===== src/rtl/phase_timer_if.sv =====
//------------------------------------------------------------------------------
// phase_timer_if : controller <-> phase timer signal bundle
// Revision 1.0
//------------------------------------------------------------------------------
`default_nettype none

interface phase_timer_if;
    logic       fsm_r;
    logic       fsm_y;
    logic       fsm_g;
    logic       set_mode;
    logic [1:0] sel;
    logic       inc;
    logic       r_end;
    logic       y_end;
    logic       g_end;
    logic [6:0] remain;
    logic       tick;

    modport master (
        output fsm_r, fsm_y, fsm_g, set_mode, sel, inc,
        input  r_end, y_end, g_end, remain, tick
    );

    modport slave (
        input  fsm_r, fsm_y, fsm_g, set_mode, sel, inc,
        output r_end, y_end, g_end, remain, tick
    );
endinterface

`default_nettype wire


===== src/rtl/phase_timer.sv =====
//------------------------------------------------------------------------------
// phase_timer : per-phase seconds countdown with programmable durations
// Revision 1.0
//------------------------------------------------------------------------------
`default_nettype none

module phase_timer #(
    parameter int TICK_DIV = 50_000_000,
    parameter int R_DEF    = 3,
    parameter int Y_DEF    = 3,
    parameter int G_DEF    = 10
) (
    input  logic          clk,
    input  logic          rst,
    phase_timer_if.slave  bus
);

    localparam int                PRE_W   = $clog2(TICK_DIV);
    localparam logic [PRE_W-1:0]  PRE_MAX = PRE_W'(TICK_DIV - 1);
    localparam logic [6:0]        DUR_MAX = 7'd99;

    typedef enum logic [1:0] {
        IDLE = 2'd0,
        RUN  = 2'd1,
        DONE = 2'd2
    } state_t;

    state_t           state_q, state_d;
    logic [6:0]       dur_r_q, dur_r_d;
    logic [6:0]       dur_y_q, dur_y_d;
    logic [6:0]       dur_g_q, dur_g_d;
    logic [6:0]       cnt_q, cnt_d;
    logic [PRE_W-1:0] pre_q, pre_d;
    logic [2:0]       prev_q, prev_d;
    logic [2:0]       end_q, end_d;

    logic [2:0]       ph;
    logic             ph_legal;
    logic [6:0]       ph_dur;
    logic             tick;

    function automatic logic [6:0] bump(input logic [6:0] d);
        return (d == DUR_MAX) ? 7'd1 : d + 7'd1;
    endfunction

    assign ph   = {bus.fsm_r, bus.fsm_y, bus.fsm_g};
    assign tick = (state_q == RUN) && (pre_q == PRE_MAX);

    always_comb begin
        ph_legal = 1'b0;
        ph_dur   = 7'd0;
        case (ph)
            3'b100:  begin ph_legal = 1'b1; ph_dur = dur_r_q; end
            3'b010:  begin ph_legal = 1'b1; ph_dur = dur_y_q; end
            3'b001:  begin ph_legal = 1'b1; ph_dur = dur_g_q; end
            default: begin ph_legal = 1'b0; ph_dur = 7'd0;    end
        endcase
    end

    always_comb begin
        state_d = state_q;
        dur_r_d = dur_r_q;
        dur_y_d = dur_y_q;
        dur_g_d = dur_g_q;
        cnt_d   = cnt_q;
        pre_d   = pre_q;
        prev_d  = prev_q;
        end_d   = 3'b000;

        if (bus.set_mode) begin
            // The load below uses the pre-edit duration; the edit shows up one cycle later.
            if (bus.inc) begin
                case (bus.sel)
                    2'd0:    dur_r_d = bump(dur_r_q);
                    2'd1:    dur_y_d = bump(dur_y_q);
                    2'd2:    dur_g_d = bump(dur_g_q);
                    default: ;
                endcase
            end
            cnt_d   = ph_dur;
            pre_d   = '0;
            prev_d  = ph;
            state_d = ph_legal ? RUN : IDLE;
        end else if (ph != prev_q) begin
            cnt_d   = ph_dur;
            pre_d   = '0;
            prev_d  = ph;
            state_d = ph_legal ? RUN : IDLE;
        end else if (state_q == RUN) begin
            if (tick) begin
                pre_d = '0;
                if (cnt_q > 7'd1) begin
                    cnt_d = cnt_q - 7'd1;
                end else begin
                    cnt_d   = 7'd0;
                    end_d   = prev_q;
                    state_d = DONE;
                end
            end else begin
                pre_d = pre_q + PRE_W'(1);
            end
        end
    end

    always_ff @(posedge clk) begin
        if (!rst) begin
            state_q <= IDLE;
            dur_r_q <= 7'(R_DEF);
            dur_y_q <= 7'(Y_DEF);
            dur_g_q <= 7'(G_DEF);
            cnt_q   <= 7'd0;
            pre_q   <= '0;
            prev_q  <= 3'b000;
            end_q   <= 3'b000;
        end else begin
            state_q <= state_d;
            dur_r_q <= dur_r_d;
            dur_y_q <= dur_y_d;
            dur_g_q <= dur_g_d;
            cnt_q   <= cnt_d;
            pre_q   <= pre_d;
            prev_q  <= prev_d;
            end_q   <= end_d;
        end
    end

    assign bus.r_end  = end_q[2];
    assign bus.y_end  = end_q[1];
    assign bus.g_end  = end_q[0];
    assign bus.remain = cnt_q;
    assign bus.tick   = tick;

endmodule

`default_nettype wire

===== src/flat_wrapper.sv =====
// flat-port wrapper written by rule: the top's interface ports become plain ports
module phase_timer_flat 
#(
    parameter int TICK_DIV = 50_000_000,
    parameter int R_DEF    = 3,
    parameter int Y_DEF    = 3,
    parameter int G_DEF    = 10
)
  (clk, rst, bus_fsm_r, bus_fsm_y, bus_fsm_g, bus_set_mode, bus_sel, bus_inc, bus_r_end, bus_y_end, bus_g_end, bus_remain, bus_tick);
  phase_timer_if bus_i ();
  input  logic clk;
  input  logic rst;
  input wire logic [$bits(bus_i.fsm_r)-1:0] bus_fsm_r;
  input wire logic [$bits(bus_i.fsm_y)-1:0] bus_fsm_y;
  input wire logic [$bits(bus_i.fsm_g)-1:0] bus_fsm_g;
  input wire logic [$bits(bus_i.set_mode)-1:0] bus_set_mode;
  input wire logic [$bits(bus_i.sel)-1:0] bus_sel;
  input wire logic [$bits(bus_i.inc)-1:0] bus_inc;
  output wire logic [$bits(bus_i.r_end)-1:0] bus_r_end;
  output wire logic [$bits(bus_i.y_end)-1:0] bus_y_end;
  output wire logic [$bits(bus_i.g_end)-1:0] bus_g_end;
  output wire logic [$bits(bus_i.remain)-1:0] bus_remain;
  output wire logic [$bits(bus_i.tick)-1:0] bus_tick;
  assign bus_i.fsm_r = bus_fsm_r;
  assign bus_i.fsm_y = bus_fsm_y;
  assign bus_i.fsm_g = bus_fsm_g;
  assign bus_i.set_mode = bus_set_mode;
  assign bus_i.sel = bus_sel;
  assign bus_i.inc = bus_inc;
  assign bus_r_end = bus_i.r_end;
  assign bus_y_end = bus_i.y_end;
  assign bus_g_end = bus_i.g_end;
  assign bus_remain = bus_i.remain;
  assign bus_tick = bus_i.tick;
  phase_timer #(.TICK_DIV(TICK_DIV), .R_DEF(R_DEF), .Y_DEF(Y_DEF), .G_DEF(G_DEF)) u_core (.clk(clk), .rst(rst), .bus(bus_i));
endmodule

===== config.mk =====
export PLATFORM = sky130hd
export DESIGN_NAME = phase_timer_flat
export DESIGN_NICKNAME = d
export VERILOG_FILES = /design/src/rtl/phase_timer_if.sv /design/src/rtl/phase_timer.sv /design/src/flat_wrapper.sv
export SDC_FILE = /design/constraint.sdc
export NUM_CORES = 1
export LEC_CHECK = 0
export BUFFER_PORTS_ARGS = -buffer_cell sky130_fd_sc_hd__buf_2
export CAP_MARGIN = 15
export CORE_ASPECT_RATIO = 0.6
export CORE_MARGIN = 10
export CORE_UTILIZATION = 40
export CTS_CLUSTER_DIAMETER = 150
export DETAILED_ROUTE_END_ITERATION = 10
export PLACE_DENSITY_LB_ADDON = 0.1
export SYNTH_ARGS = -nofsm -noshare
export SYNTH_HDL_FRONTEND = slang
export SYNTH_SLANG_ARGS = --single-unit
export TNS_END_PERCENT = 20

===== constraint.sdc =====
create_clock -name clk -period 2.4 [get_ports clk]
set_input_delay 0.36 -clock clk [delete_from_list [all_inputs] [get_ports clk]]
set_output_delay 0.36 -clock clk [all_outputs]
set_load 0.02 [all_outputs]

== After elaboration in Yosys (flattened, before gate mapping) ==
Index checks and enable logic that the tools add are counted.
Storage, ports and cells
  logic and storage cells: 61
  memories: 0
  RAM bits: 0
  memory bits (read-only): 0
  register bits: 62
  output and inout bits: 11
  input port bits: 9
  latch bits: 0
Cells by class
  equal/unequal tests: 12
  div/mod/pow operators: 0
  bitwise operators: 3
  multiply operators: 0
  add/subtract/negate cells: 5
  shift operators: 0
  reductions and logical operators: 13
  magnitude comparators: 1
  muxes and demuxes: 19
Operator list (number)
  2-to-1 mux 7 bit: 8
  adder 26 x 1 -> 26 bit, second input constant: 1
  equality test 26 bit, second input constant: 1
  2-to-1 mux 26 bit: 1
  adder 7 x 1 -> 7 bit, second input constant: 3
  equality test 7 bit, second input constant: 3
  case mux 7 bit (3 select lines): 1
  AND reduction 3 bit: 4
  2-to-1 mux 2 bit: 5
  > comparator 7 x 1 -> 1 bit, second input constant: 1
  subtractor 7 x 1 -> 7 bit, second input constant: 1
  2-to-1 mux 3 bit: 2
  nonzero test 3 bit: 2
  OR reduction 3 bit: 2
  OR reduction 6 bit: 1
  equality test 2 x 1 -> 1 bit, second input constant: 2
  equality test 3 x 1 -> 1 bit, second input constant: 1
  equality test 3 x 2 -> 1 bit, second input constant: 1
  equality test 3 bit, second input constant: 1
  != test 3 x 2 -> 1 bit, second input constant: 1
  != test 3 bit: 1
  inverter 1 bit: 3
  equality test 2 bit, second input constant: 1
  logical NOT 2 bit: 1
  other kinds (4): 5

== Depth between registers and ports, before layout ==
  depth in word-level cells: 6
  gate-level depth with buffers: 8
  mapped depth without buffers: 7

== Worst setup path before layout ==
Ideal clock, no wire load.
  path type: flip-flop to flip-flop
  from: reg u_core.pre_q[0]
  to: reg u_core.cnt_q[3], in the netlist u_core.bus.remain[3]
  setup time: 0.116 ns
  data required time: 2.284 ns
  data arrival time: 1.793 ns
  buffers on the path: 1
  clock period less this slack: 1.909 ns
  setup slack: 0.491 ns
  stages on the path, launching flop included: 9
  cell sequence: dfxtp_1 ha_1 and4b_1 nand4_1 or2_2 buf_2 inv_1 a21oi_1 o211a_1
Between the ends
  cells in the longest elaborated chain, start to end: 4
RTL lines
  from (decl): RTL line phase_timer.sv:33  | logic [PRE_W-1:0] pre_q, pre_d;
  from (signal assigned): RTL line phase_timer.sv:121  | pre_q <= pre_d;
  equality test 26 bit: RTL line phase_timer.sv:47  | assign tick = (state_q == RUN) && (pre_q == PRE_MAX);
  logical AND 1 bit: RTL line phase_timer.sv:47
  net bus_tick: RTL line flat_wrapper.sv:23  | output wire logic [$bits(bus_i.tick)-1:0] bus_tick;
  nonzero test 3 bit (no source line)
  AND reduction 2 bit (no source line)
  to (signal assigned): RTL line phase_timer.sv:120  | cnt_q <= cnt_d;
  to (decl): RTL line phase_timer.sv:32  | logic [6:0] cnt_q, cnt_d;
The timed path passes the listed nets, and every way through them passes these cells.
A chain may end at the register's enable or synchronous reset.

== Worst setup path after layout ==
  from: reg u_core.pre_q[8]
  to: out bus_tick
Between the ends
  cells in the longest elaborated chain, start to end: 2
RTL lines (RTL line)
  equality test 26 bit: phase_timer.sv:47
  logical AND 1 bit: phase_timer.sv:47
  to (decl): flat_wrapper.sv:23
No other way between the ends.

==> summary.md <==
| Metric | Value |
|---|---|
| Worst-case reg-to-reg path depth | 7 |
| CTS Sinks | 62 |
| Vias in the first global route | 2449 |
| Final hold viol count | 0 |
| Placer Congestion | 0.837 |
| Dominant cell type by area after synthesis | dfxtp_1 |
| CTS H-tree lvls | 3 |
| Min-Delay Path Class | input pin to flop |
| Worst-Margin Slew | 615 ps |
| Syn Nets | 395 |
| Cell-internal power | 1.96 mW |
| DR vias/cell | 5.29 |
| GRT overflow | 0 |
| Mapped Cells | 380 |
| Core box area | 7790 um^2 |
| NetSw | 0.574 mW |
| Unrepaired setup endpoints after global routing | false |
| Reg2reg setup slack | 510 ps |
| Place WS | 291 ps |
| Slowest-stage cell, CP | nor4b_1 |
| Final min period | 2240 ps |
| Ys flop type | dfxtp_1 |
| Clock Latency Late Sink | 330 ps |
| Top cells by area, synth | dfxtp_1 39%, xor2_1 6.1%, nor2_1 5.5% |
| Final Skew | 3.71 ps |
| Setup TNS | 0 ps |
| Via count | 2733 |
| Ys async rst share | 0% |
| Logic pwr share | 6.6% |
| Inserted Clock Buffers | 9 |
| Critical path type | flop to output pin |
| Crit path capture type | output pin |
| Drt drc | 0 |
| Max-Cap Viols | 0 |
| Crit Reg-Reg Endpoint | u_core.bus.remain[2]$_SDFFE_PN0P_ |
| Worst Hold Depth | 2 |
| R2R Path Start | u_core.pre_q[0]$_SDFFE_PP0N_ |
| Total track usage | 14.0% |
| First-pass DRT Iterations | 4 |
| Final setup viols | 0 |
| Worst ir drop on vdd | 468 uV |
| Layout area overhead | 16.9% |
| Slowest stage delay, CP | 380 ps |
| CP max FO | 6 |
| Inserted Diodes | 0 |
| Die height | 88.9 um |
| Longest Clk Path Bufs | 2 |
| Synth cell types | 52 |
| Hold wc startpoint | bus_fsm_g |
| Sequential fraction of design power | 42.0% |
| Cell family with most CP delay | simple AND/OR/NAND/NOR gates |
| Die X | 135 um |
| Syn Area/Cell | 8.33 um^2 |
| Yosys reg bits | 62 |
| Clock power share | 51.4% |
| Hold-fix buffers, CTS | 0 |
| Clk slew on worst S/H paths | 50 ps |
| Total Wirelength | 7750 um |
| Buf+Inv Stages, Crit Path | 2 |
| Worst endpoint data arrival time | 1880 ps |
| Row cnt | 25 |
| Worst EP required | 2040 ps |
| CTS tree | yes |
| Leak | 1.34 nW |
| Slew Limit Fails | 0 |
| Final worst slack | 159 ps |
| Io pins | 20 |
| Wirelength per Cell | 15.0 um |
| Dpl hpwl | 5830 um |
| Highest Clock Rate | 0.446 GHz |
| Pwr dens | 685 nW/um^2 |
| Final worst-path cycle share | 93.4% |
| Starting DRT DRC Count | 186 |
| Antenna violations before repair | 0 |
| ANT nets after route | 0 |
| Crit-path cells | nor4b_1, nand3_1, or2_4, inv_2, buf_2 |
| Initial Util | 40.6% |
| Number of enable flip-flop cells after synthesis | 0 |
| Nets@finish | 419 |
| Outcome | completed |
| First-pass GRT wire length | 13100 um |
| Cell area after synthesis | 3160 um^2 |
| Post-synth top area share | 39.2% |
| Hold worst-path end | u_core.prev_q[0]$_SDFFE_PN0P_ |
| Fraction of layout cells with a size suffix above 1 | 13.9% |
| Seq/Total Area, Yosys | 39.2% |
| Switching share of power | 22.6% |
| Port buffer count | 19 |
| Largest net degree at the start of global routing | 25 |
| Normalized max-slew margin | 58.6% |
| CP startpoint kind | flop |
| Clock Tree Root | clkbuf_16 |
| Die area | 12000 um^2 |
| Number of synthesis warnings | 0 |
==> repair_timing <==
item | CTS | global route
setup buffers | 0 | 2
setup endpoints to repair | 1 | 1
pin swaps | 0 | 1
gates resized for setup | 1 | 1
==> synthesized netlist by cell type, types with 2 or more instances <==
library cell / instances
a211o_1: 2
a21oi_1: 18
a22oi_1: 6
a31oi_1: 7
and2_1: 7
and3_1: 4
and3_2: 2
and4_1: 3
and4_2: 2
and4b_1: 3
and4bb_2: 2
buf_2: 2
buf_4: 2
clkbuf_1: 11
dfxtp_1: 62
ha_1: 6
inv_1: 12
mux2i_1: 3
nand2_1: 41
nand2b_1: 2
nand3_1: 21
nand4_1: 7
nand4b_1: 3
nor2_1: 46
nor2b_1: 3
nor3_1: 9
nor3b_1: 2
nor4_1: 2
nor4b_1: 3
o211a_1: 2
o21ai_0: 20
o31ai_1: 2
or3_1: 8
xnor2_1: 16
xor2_1: 22
==> routing by layer <==
layer	up-vias	wire, um	global-route usage [%]
met1	1272	4430	21.2
met2	61	2750	17.1
met3	8	459	4.71
li1	1392	-	-
met4	0	99	5.01
met5	-	0	0
==> cell type report <==
class / instances / area [um^2]
Multi-Input combinational cell: 291 / 1810
Inverter: 12 / 45.0
Sequential cell: 62 / 1240
Timing Repair Buffer: 28 / 163
Clock buffer: 12 / 256
Clock inverter: 4 / 45.0
Fill cell: 777 / 4090
Tap cell: 108 / 135
==> per-stage QoR <==
step | hold slack (ps) | total power, mW | cell area, um^2 | std cells | utilization, %
after floorplan | 449 | 1.20 | 3160 | 380 | -
after global placement | 463 | 1.25 | 3380 | 499 | 43.4
after detailed placement | 480 | 1.25 | 3380 | 499 | 43.4
after CTS | 354 | 2.57 | 3680 | 515 | 47.3
after global routing | 366 | 2.64 | 3700 | 517 | 47.5
final | 377 | 2.54 | 3700 | 517 | 47.5
==> sequential cells by signal (all words and copies together) (netlist names) <==
signal	count
u_core.dur_y_q	7
u_core.prev_q	3
u_core.dur_r_q	7
u_core.pre_q	26
u_core.state_q	2
u_core.end_q	3
u_core.bus.remain	7
u_core.dur_g_q	7
==> cell usage in the layout (no fill, tap or decap), types with 11 or more instances in the layout <==
cell type	instances
xor2_1	22
buf_2	19
xnor2_1	16
nand3_1	21
inv_1	11
o21ai_0	20
nor2_1	46
nand2_1	41
a21oi_1	18
dfxtp_1	62
==> worst max-delay path by stage <==
stage,from,endpoint,cells past startpoint
4_1_cts,u_core.pre_q[0]$_SDFFE_PP0N_,bus_tick,6
3_5_place_dp,u_core.pre_q[0]$_SDFFE_PP0N_,bus_tick,6
6_report,u_core.pre_q[8]$_SDFFE_PP0N_,bus_tick,5
3_3_place_gp,u_core.pre_q[0]$_SDFFE_PP0N_,bus_tick,6
2_1_floorplan,u_core.pre_q[0]$_SDFFE_PP0N_,u_core.bus.remain[3]$_SDFFE_PN0P_,8
5_1_grt,u_core.pre_q[8]$_SDFFE_PP0N_,bus_tick,5
==> kinds of logic (layout without fill, tap and decap cells) <==
logic type | after synthesis | after routing | share of synthesized area, %
XOR/XNOR | 38 | 38 | 10.5
AND/OR/NAND/NOR | 178 | 178 | 30.7
buffers and inverters | 27 | 56 | 3.52
flip-flops | 62 | 62 | 39.2
adder cells (fa/ha/maj) | 6 | 6 | 2.37
multiplexers | 3 | 3 | 0.949
AO/OA/AOI/OAI | 66 | 66 | 12.7
==> power groups by stage <==
stage	registers (mW)	logic, mW	clock network [mW]
floorplan	1.09	0.110	0
global placement	1.09	0.167	0
detailed placement	1.09	0.165	0
CTS	1.07	0.166	1.34
global route	1.07	0.187	1.39
finish	1.07	0.167	1.30
(Power assumes the default switching activity.)
